$ cat src/rtl/alu_seq_pkg.sv
// Shared types and constants for the ALU sequencer: widths, opcodes, FSM states.
// Pure declarations; no latency or backpressure of its own.
package alu_seq_pkg;
   localparam int W_DATA = 8;
   localparam int W_OP   = 3;

   localparam logic [W_OP-1:0] OP_PASS = 3'd0;
   localparam logic [W_OP-1:0] OP_ADD  = 3'd1;
   localparam logic [W_OP-1:0] OP_SUB  = 3'd2;
   localparam logic [W_OP-1:0] OP_AND  = 3'd3;
   localparam logic [W_OP-1:0] OP_XOR  = 3'd4;
   localparam logic [W_OP-1:0] OP_ABS  = 3'd5;
   localparam logic [W_OP-1:0] OP_MUL  = 3'd6;
   localparam logic [W_OP-1:0] OP_LOAD = 3'd7;

   typedef enum logic [1:0] {S_IDLE, S_ISSUE, S_CAPTURE, S_RESP} state_t;
endpackage

$ cat src/rtl/seq_fifo.sv
// Synchronous instruction FIFO; push visible at head one cycle later (no bypass).
// full blocks push and empty blocks pop; pointers carry an extra wrap bit.
module seq_fifo #(
   parameter int WIDTH = 11,
   parameter int DEPTH = 4
) (
   input  logic             clk,
   input  logic             reset,
   input  logic             push,
   input  logic [WIDTH-1:0] push_data,
   input  logic             pop,
   output logic [WIDTH-1:0] pop_data,
   output logic             full,
   output logic             empty
);
   localparam int AW = $clog2(DEPTH);

   logic [WIDTH-1:0] mem [DEPTH];
   logic [AW:0]      wr_ptr;
   logic [AW:0]      rd_ptr;
   logic             do_push;
   logic             do_pop;

   assign empty    = (wr_ptr == rd_ptr);
   assign full     = (wr_ptr[AW] != rd_ptr[AW]) && (wr_ptr[AW-1:0] == rd_ptr[AW-1:0]);
   assign do_push  = push && !full;
   assign do_pop   = pop && !empty;
   assign pop_data = mem[rd_ptr[AW-1:0]];

   always_ff @(posedge clk) begin
      if (!reset) begin
         wr_ptr <= '0;
         rd_ptr <= '0;
      end else begin
         if (do_push) wr_ptr <= wr_ptr + 1'b1;
         if (do_pop)  rd_ptr <= rd_ptr + 1'b1;
      end
   end

   always_ff @(posedge clk) begin
      if (do_push) mem[wr_ptr[AW-1:0]] <= push_data;
   end
endmodule

$ cat src/rtl/alu_sequencer.sv
// Feeds buffered instructions to an external registered ALU; result 4 cycles after accept, 1 per 3 cycles.
// in_ready drops when the FIFO is full; each result is held until res_ready.
module alu_sequencer
   import alu_seq_pkg::*;
#(
   parameter int FIFO_DEPTH = 4
) (
   input  logic              clk,
   input  logic              reset,
   input  logic              in_valid,
   output logic              in_ready,
   input  logic [W_OP-1:0]   in_opcode,
   input  logic [W_DATA-1:0] in_data,
   output logic [W_DATA-1:0] alu_accum,
   output logic [W_DATA-1:0] alu_data,
   output logic [W_OP-1:0]   alu_opcode,
   output logic              alu_rst,
   input  logic [W_DATA-1:0] alu_out,
   output logic              res_valid,
   input  logic              res_ready,
   output logic [W_DATA-1:0] res_value,
   output logic              res_zero,
   output logic [W_DATA-1:0] acc_value,
   output logic [7:0]        op_count,
   output logic              busy
);
   state_t                   state;
   logic [W_OP+W_DATA-1:0]   head;
   logic                     full;
   logic                     empty;
   logic                     pop;
   logic                     rst_hold;
   logic [W_OP-1:0]          op_reg;
   logic [W_DATA-1:0]        data_reg;
   logic [W_DATA-1:0]        acc;

   assign in_ready = !full;
   assign pop      = !empty && ((state == S_IDLE) ||
                                (state == S_RESP && res_valid && res_ready));

   seq_fifo #(.WIDTH(W_OP + W_DATA), .DEPTH(FIFO_DEPTH)) u_fifo (
      .clk       (clk),
      .reset     (reset),
      .push      (in_valid && in_ready),
      .push_data ({in_opcode, in_data}),
      .pop       (pop),
      .pop_data  (head),
      .full      (full),
      .empty     (empty)
   );

   always_ff @(posedge clk) begin
      if (!reset) begin
         state     <= S_IDLE;
         acc       <= '0;
         res_value <= '0;
         res_valid <= 1'b0;
         op_count  <= 8'd0;
         op_reg    <= '0;
         data_reg  <= '0;
         alu_accum <= '0;
      end else begin
         // ALU operands change only when a new instruction enters ISSUE
         if (pop) begin
            op_reg    <= head[W_OP+W_DATA-1 -: W_OP];
            data_reg  <= head[W_DATA-1:0];
            alu_accum <= acc;
         end
         case (state)
            S_IDLE:    if (pop) state <= S_ISSUE;
            S_ISSUE:   state <= S_CAPTURE;
            S_CAPTURE: begin
               acc       <= alu_out;
               res_value <= alu_out;
               res_valid <= 1'b1;
               op_count  <= op_count + 8'd1;
               state     <= S_RESP;
            end
            S_RESP: if (res_ready) begin
               res_valid <= 1'b0;
               state     <= pop ? S_ISSUE : S_IDLE;
            end
            default:   state <= S_IDLE;
         endcase
      end
   end

   // Stretches the ALU clear one cycle past reset release
   always_ff @(posedge clk) rst_hold <= !reset;

   assign alu_rst    = !reset || rst_hold;
   assign alu_data   = data_reg;
   assign alu_opcode = (state == S_ISSUE) ? op_reg : OP_PASS;
   assign res_zero   = (res_value == '0);
   assign acc_value  = acc;
   assign busy       = (state != S_IDLE) || !empty;
endmodule

$ cat config.mk
export PLATFORM = sky130hd
export DESIGN_NAME = alu_sequencer
export DESIGN_NICKNAME = d
export VERILOG_FILES = /design/src/rtl/alu_seq_pkg.sv /design/src/rtl/seq_fifo.sv /design/src/rtl/alu_sequencer.sv
export SDC_FILE = /design/constraint.sdc
export NUM_CORES = 1
export LEC_CHECK = 0
export ABC_CLOCK_PERIOD_IN_PS = 1670
export BUFFER_PORTS_ARGS = -buffer_cell sky130_fd_sc_hd__buf_2
export CAP_MARGIN = 0
export CORE_ASPECT_RATIO = 2
export CORE_MARGIN = 5
export CORE_UTILIZATION = 49
export DETAILED_ROUTE_END_ITERATION = 8
export MAX_ROUTING_LAYER = met4
export PLACE_DENSITY = 0.73
export SETUP_SLACK_MARGIN = 0.2
export SKIP_CTS_REPAIR_TIMING = 1
export SKIP_LAST_GASP = 1
export SLEW_MARGIN = 20
export SYNTH_ARGS = -nofsm -noshare
export SYNTH_HDL_FRONTEND = slang
export SYNTH_SLANG_ARGS = --single-unit
$ cat constraint.sdc
create_clock -name clk -period 1.67 [get_ports clk]
set_input_delay 0.501 -clock clk [delete_from_list [all_inputs] [get_ports clk]]
set_output_delay 0.501 -clock clk [all_outputs]
set_load 0.005 [all_outputs]
Word level (Yosys, flattened, before mapping)
Memories as Yosys holds them, arrays and structs flattened. A register that Yosys moved wholly into a read port is not among the register bits.
Cells that the tools add are included.
- bits in registers: 34
- bits in writable memories: 44
- input bits: 23
- output and inout port bits: 48
- logic and storage cells: 49
- memories kept: 1
- memory list (name ; depth ; width ; rd ports ; clocked after Yosys merged registers in ; wr ports ; line ; text):
    u_fifo.mem ; 4 ; 11 ; 1 ; 1 ; 1 ; seq_fifo.sv:18 ; logic [WIDTH-1:0] mem [DEPTH];
- add/subtract/negate cells: 3
- eq/ne operators: 8
- muxes and demuxes: 9
- reduce and logical (&&, ||, !) cells: 20
- operator list (cell ; count):
    adder 8 x 1 -> 8 bit (second input constant) ; 1
    zero test 8 bit ; 1
    case mux 2 bit (4 select lines) ; 1
    logical AND 1 bit ; 7
    adder 3 x 1 -> 3 bit (second input constant) ; 2
    equality test 2 bit (second input constant) ; 2
    zero test 1 bit ; 4
    two-way mux 1 bit ; 4
    two-way mux 2 bit ; 2
    != test 2 bit (second input constant) ; 2
    AND reduction 2 bit ; 2
    nonzero test 2 bit ; 2
    equality test 3 bit ; 1
    logical OR 1 bit ; 3
    two-way mux 3 bit ; 1
    equality test 2 x 1 -> 1 bit (second input constant) ; 1
    equality test 2 bit ; 1
    zero test 2 bit ; 1
    case mux 1 bit (2 select lines) ; 1
    != test 1 bit ; 1

Longest topological paths before layout
- word-level depth: 8
- mapped depth: 7
- depth with buffers taken out: 6

Modules after synthesis
A second synthesis with hierarchy kept.
- cells, all modules: 318
- area total of the unflattened synthesis: 3890.0 µm²
- by module, submodules not included (module ; times used ; cells an instance ; area an instance (µm²) ; seq. area each (µm²)):
    seq_fifo ; 1 ; 125 ; 2152.1 ; 1481.4
    alu_sequencer ; 1 ; 193 ; 1737.9 ; 780.7

Worst setup path before layout
No wires, ideal clock.
- kind: reg2reg
- from: register u_fifo.rd_ptr[0]
- to: memory u_fifo.mem[3][0], enable pin
- library setup time: 0.349 ns
- data arrival time: 1.263 ns
- required time: 1.321 ns
- slack: 0.058 ns
- stages on the path, launching flop included: 4
- buffers on the path: 0
- clock period less this slack: 1.612 ns
- path through: dfxtp_1 xnor2_2 a31oi_4 and2_1
- cells in the longest elaborated chain, start to end: 7
- ends and longest elaborated chain (what ; line ; text):
    start: declaration ; seq_fifo.sv:20 ; logic [AW:0] rd_ptr;
    start signal: assignment ; seq_fifo.sv:36 ; if (do_pop) rd_ptr <= rd_ptr + 1'b1;
    equality test 2 bit * ; seq_fifo.sv:25 ; assign full = (wr_ptr[AW] != rd_ptr[AW]) && (wr_ptr[AW-1:0] == rd_ptr[AW-1:0]);
    logical AND 1 bit * ; seq_fifo.sv:25 ;
    zero test 1 bit * ; seq_fifo.sv:26, alu_sequencer.sv:37 ;
    logical AND 1 bit ; alu_sequencer.sv:44 ; .push (in_valid && in_ready),
    logical AND 1 bit * ; seq_fifo.sv:26 ; assign do_push = push && !full;
    two-way mux 1 bit * ; seq_fifo.sv:41 ; if (do_push) mem[wr_ptr[AW-1:0]] <= push_data;
    two-way mux 1 bit (implied by the code) * ; seq_fifo.sv:41 ;
    end: declaration ; seq_fifo.sv:18 ;
Mark *: on every way between the ends. The rest lies on a longest branch, timed or not.

==> impl_metrics.env <==
export IMPL_run_status="finished, violations left"
export IMPL_violations="setup timing"
export IMPL_net_count_synth=322
export IMPL_yosys_warnings=0
export IMPL_cellLeakagePower_nw=1.886
export IMPL_worst_setup_path_type="flip-flop to output pin"
export IMPL_largest_net_degree_at_the_start_of_global_routing=39
export IMPL_grt_antenna_before_repair=0
export IMPL_synthesis_area_per_instance_um2=12.65
export IMPL_utilization_pct=66.56
export IMPL_synthToLayoutAreaGrowth_pct=32.76
export IMPL_ant_nets=0
export IMPL_critical_path_required_ps=1170
export IMPL_largest_register_ffs=44
export IMPL_holdCritPathClass="input pin to flip-flop"
export IMPL_maxCapViolations=0
export IMPL_die_y_extent_um=132.0
export IMPL_placement_cell_area_um2=4091
export IMPL_dominantRegCellSynth="dfxtp_1"
export IMPL_synth_edff_count=44
export IMPL_fp_dieW_um=70.98
export IMPL_reg2regPathDepth=6
export IMPL_clock_insertion_delay_at_the_later_pin_of_the_skew_report_ps=340
export IMPL_final_setup_viol_count=16
export IMPL_netlist_top_cells_area="edfxtp_1, dfxtp_1, mux4_2, ha_1, nand3_1"
export IMPL_gp_congestion=0.8338
export IMPL_setup_tns_final_ps=-1135
export IMPL_share_of_cells_above_drive_strength_1_pct=42.97
export IMPL_wl_per_cell_um=17.07
export IMPL_final_hold_viol_count=0
export IMPL_htree_levels=3
export IMPL_ir_worst_vdd_mv=0.8958
export IMPL_syn_area_um2=3643
export IMPL_r2r_slack_ps=-60
export IMPL_fillers=532
export IMPL_vias_in_the_first_global_route=2442
export IMPL_remaining_drc_errors=0
export IMPL_max_slew_worst_pin_slew_ps=341.5
export IMPL_gr_usage_all_layers_pct=15.82
export IMPL_final_design_area_no_fill_um2=4837
export IMPL_cp_start_kind="flip-flop"
export IMPL_initialDrtViolationCount=187
export IMPL_start_util_pct=50.14
export IMPL_postSynthRegisterBits=89
export IMPL_routed_vias=2484
export IMPL_synth_top_area_share_pct=36.26
export IMPL_core_region_area_um2=7267
export IMPL_timing_hold_ws_ps=373.4
export IMPL_wire_length_of_the_first_global_routing_pass_um=11320
export IMPL_cts_path_max_buffers=2
export IMPL_worst_setup_hold_path_clk_slew_ps=60
export IMPL_die_area_um2=9365
export IMPL_p_per_area_nw_per_um2=1525
export IMPL_postSynthCellCount=288
export IMPL_asyncSetResetFlopFracSynth_pct=0
export IMPL_yosysMostFrequentCell="dfxtp_1"
export IMPL_final_period_utilization_pct=114.5
export IMPL_timing_critical_path_to_type="output pin"
export IMPL_global_route_overflow_total=0
export IMPL_numCtsBuffers=9
export IMPL_drt_pre_antenna_iters=4
export IMPL_route_detailed_vias_per_inst=5.218
export IMPL_timing_critical_path_fanout_max=5
export IMPL_hold_path_cell_count=1
export IMPL_finalNetCount=413
export IMPL_placement_io_buffers=70
export IMPL_setup_ws_ps=-243.0
export IMPL_slew_viol_final=0
export IMPL_arrival_ps=1410
export IMPL_boundary_pin_count=71
export IMPL_cts_root_buffer="clkbuf_16"
export IMPL_cts_tree="built"
export IMPL_final_min_clock_period_ps=1913
export IMPL_report_power_total_mw=7.375
export IMPL_synth_commonest_cells="dfxtp_1, edfxtp_1, nand2_1, nand3_1, nor2_1"
export IMPL_slew_limit_headroom_pct=77.23
export IMPL_grt_setup_unrepaired="true"
export IMPL_cts_num_sinks=89
export IMPL_fp_row_count=44
export IMPL_achievable_frequency_mhz=522.7
export IMPL_antenna_diode_count=0
export IMPL_dp_final_hpwl_um=4753
export IMPL_synth_largest_area_cell="edfxtp_1"
export IMPL_totalWireLength_um=8126
export IMPL_yosys_cell_types_count=36
export IMPL_synth_sequential_area_ratio_pct=60.99
export IMPL_finalClockSkew_ps=5.967
==> area by class of cell <==
type / instances / area (µm²) / share of cell area (%)
clock buffers: 10 / 229.0 / 4.734
clock inverters: 6 / 75.07 / 1.552
inverters: 6 / 30.03 / 0.6208
multi-input cells: 174 / 1435 / 29.67
flip-flops and latches: 89 / 2251 / 46.53
well taps: 92 / 115.1 / 2.380
repair buffers: 99 / 701.9 / 14.51
==> logic make-up (layout without fill, tap and decap cells) <==
family          after synthesis  in the layout  synth area share, %
simple gates                 90             94                11.81
compound gates               38             38                6.834
buf+inv                      29            121                4.258
flops                        89             89                60.99
xor+xnor                     11             11                3.056
mux                          20             20                9.272
fa+ha+maj                    11             11                3.777
==> cells in the final DEF (no fill, tap or decap), types with 6 or more instances in the layout <==
master     synthesis  routed
a21oi_1            6       6
and2_4             0      11
buf_2              5      67
buf_4             10      15
buf_6              0      11
clkbuf_16          0      11
dfxtp_1           45      34
dfxtp_4            0       6
edfxtp_1          44      44
ha_1              11       8
mux2i_1            9       9
mux4_2            11      11
nand2_1           25      25
nand3_1           24      23
nor2_1            18      17
o21ai_0           17      17
==> per-stage QoR <==
step | worst slack (ps) | std cells
finish | -243.0 | 476
global route | -315.9 | 476
CTS | -274.8 | 456
detailed placement | 71.20 | 440
global placement | 113.4 | 440
floorplan | 167.1 | 288
==> critical path, cell delays in order, from the launching register on <==
cell and delay [ps]:
dfxtp_2 340, or4_4 530, nor2_2 100, buf_2 110
==> per-layer routing <==
layer	part of all wire, %	vias to the layer above	wire, µm	track usage [%]
met3	5.1	14	417	4.275
li1	-	1216	-	-
met5	0	-	0	-
met4	2.1	0	174	8.473
met1	36	1181	2952	16.84
met2	56	73	4582	26.22
==> path summary, 6_finish.rpt <==
kind | startpoint | to
worst max register to register | u_fifo.rd_ptr[1] | u_fifo.mem[0][9]
worst max-delay path | acc_value[0] | res_zero
worst min-delay path | in_data[1] | u_fifo.mem[1][1]
worst min register to register | alu_accum[2] | alu_accum[2]
==> power by group <==
group	internal, mW	total (mW)	switching [mW]
clock network	1.18	2.02	0.834
logic	1.39	2.57	1.18
registers	2.58	2.79	0.209
Note: power is estimated with default switching activity, not from simulation.
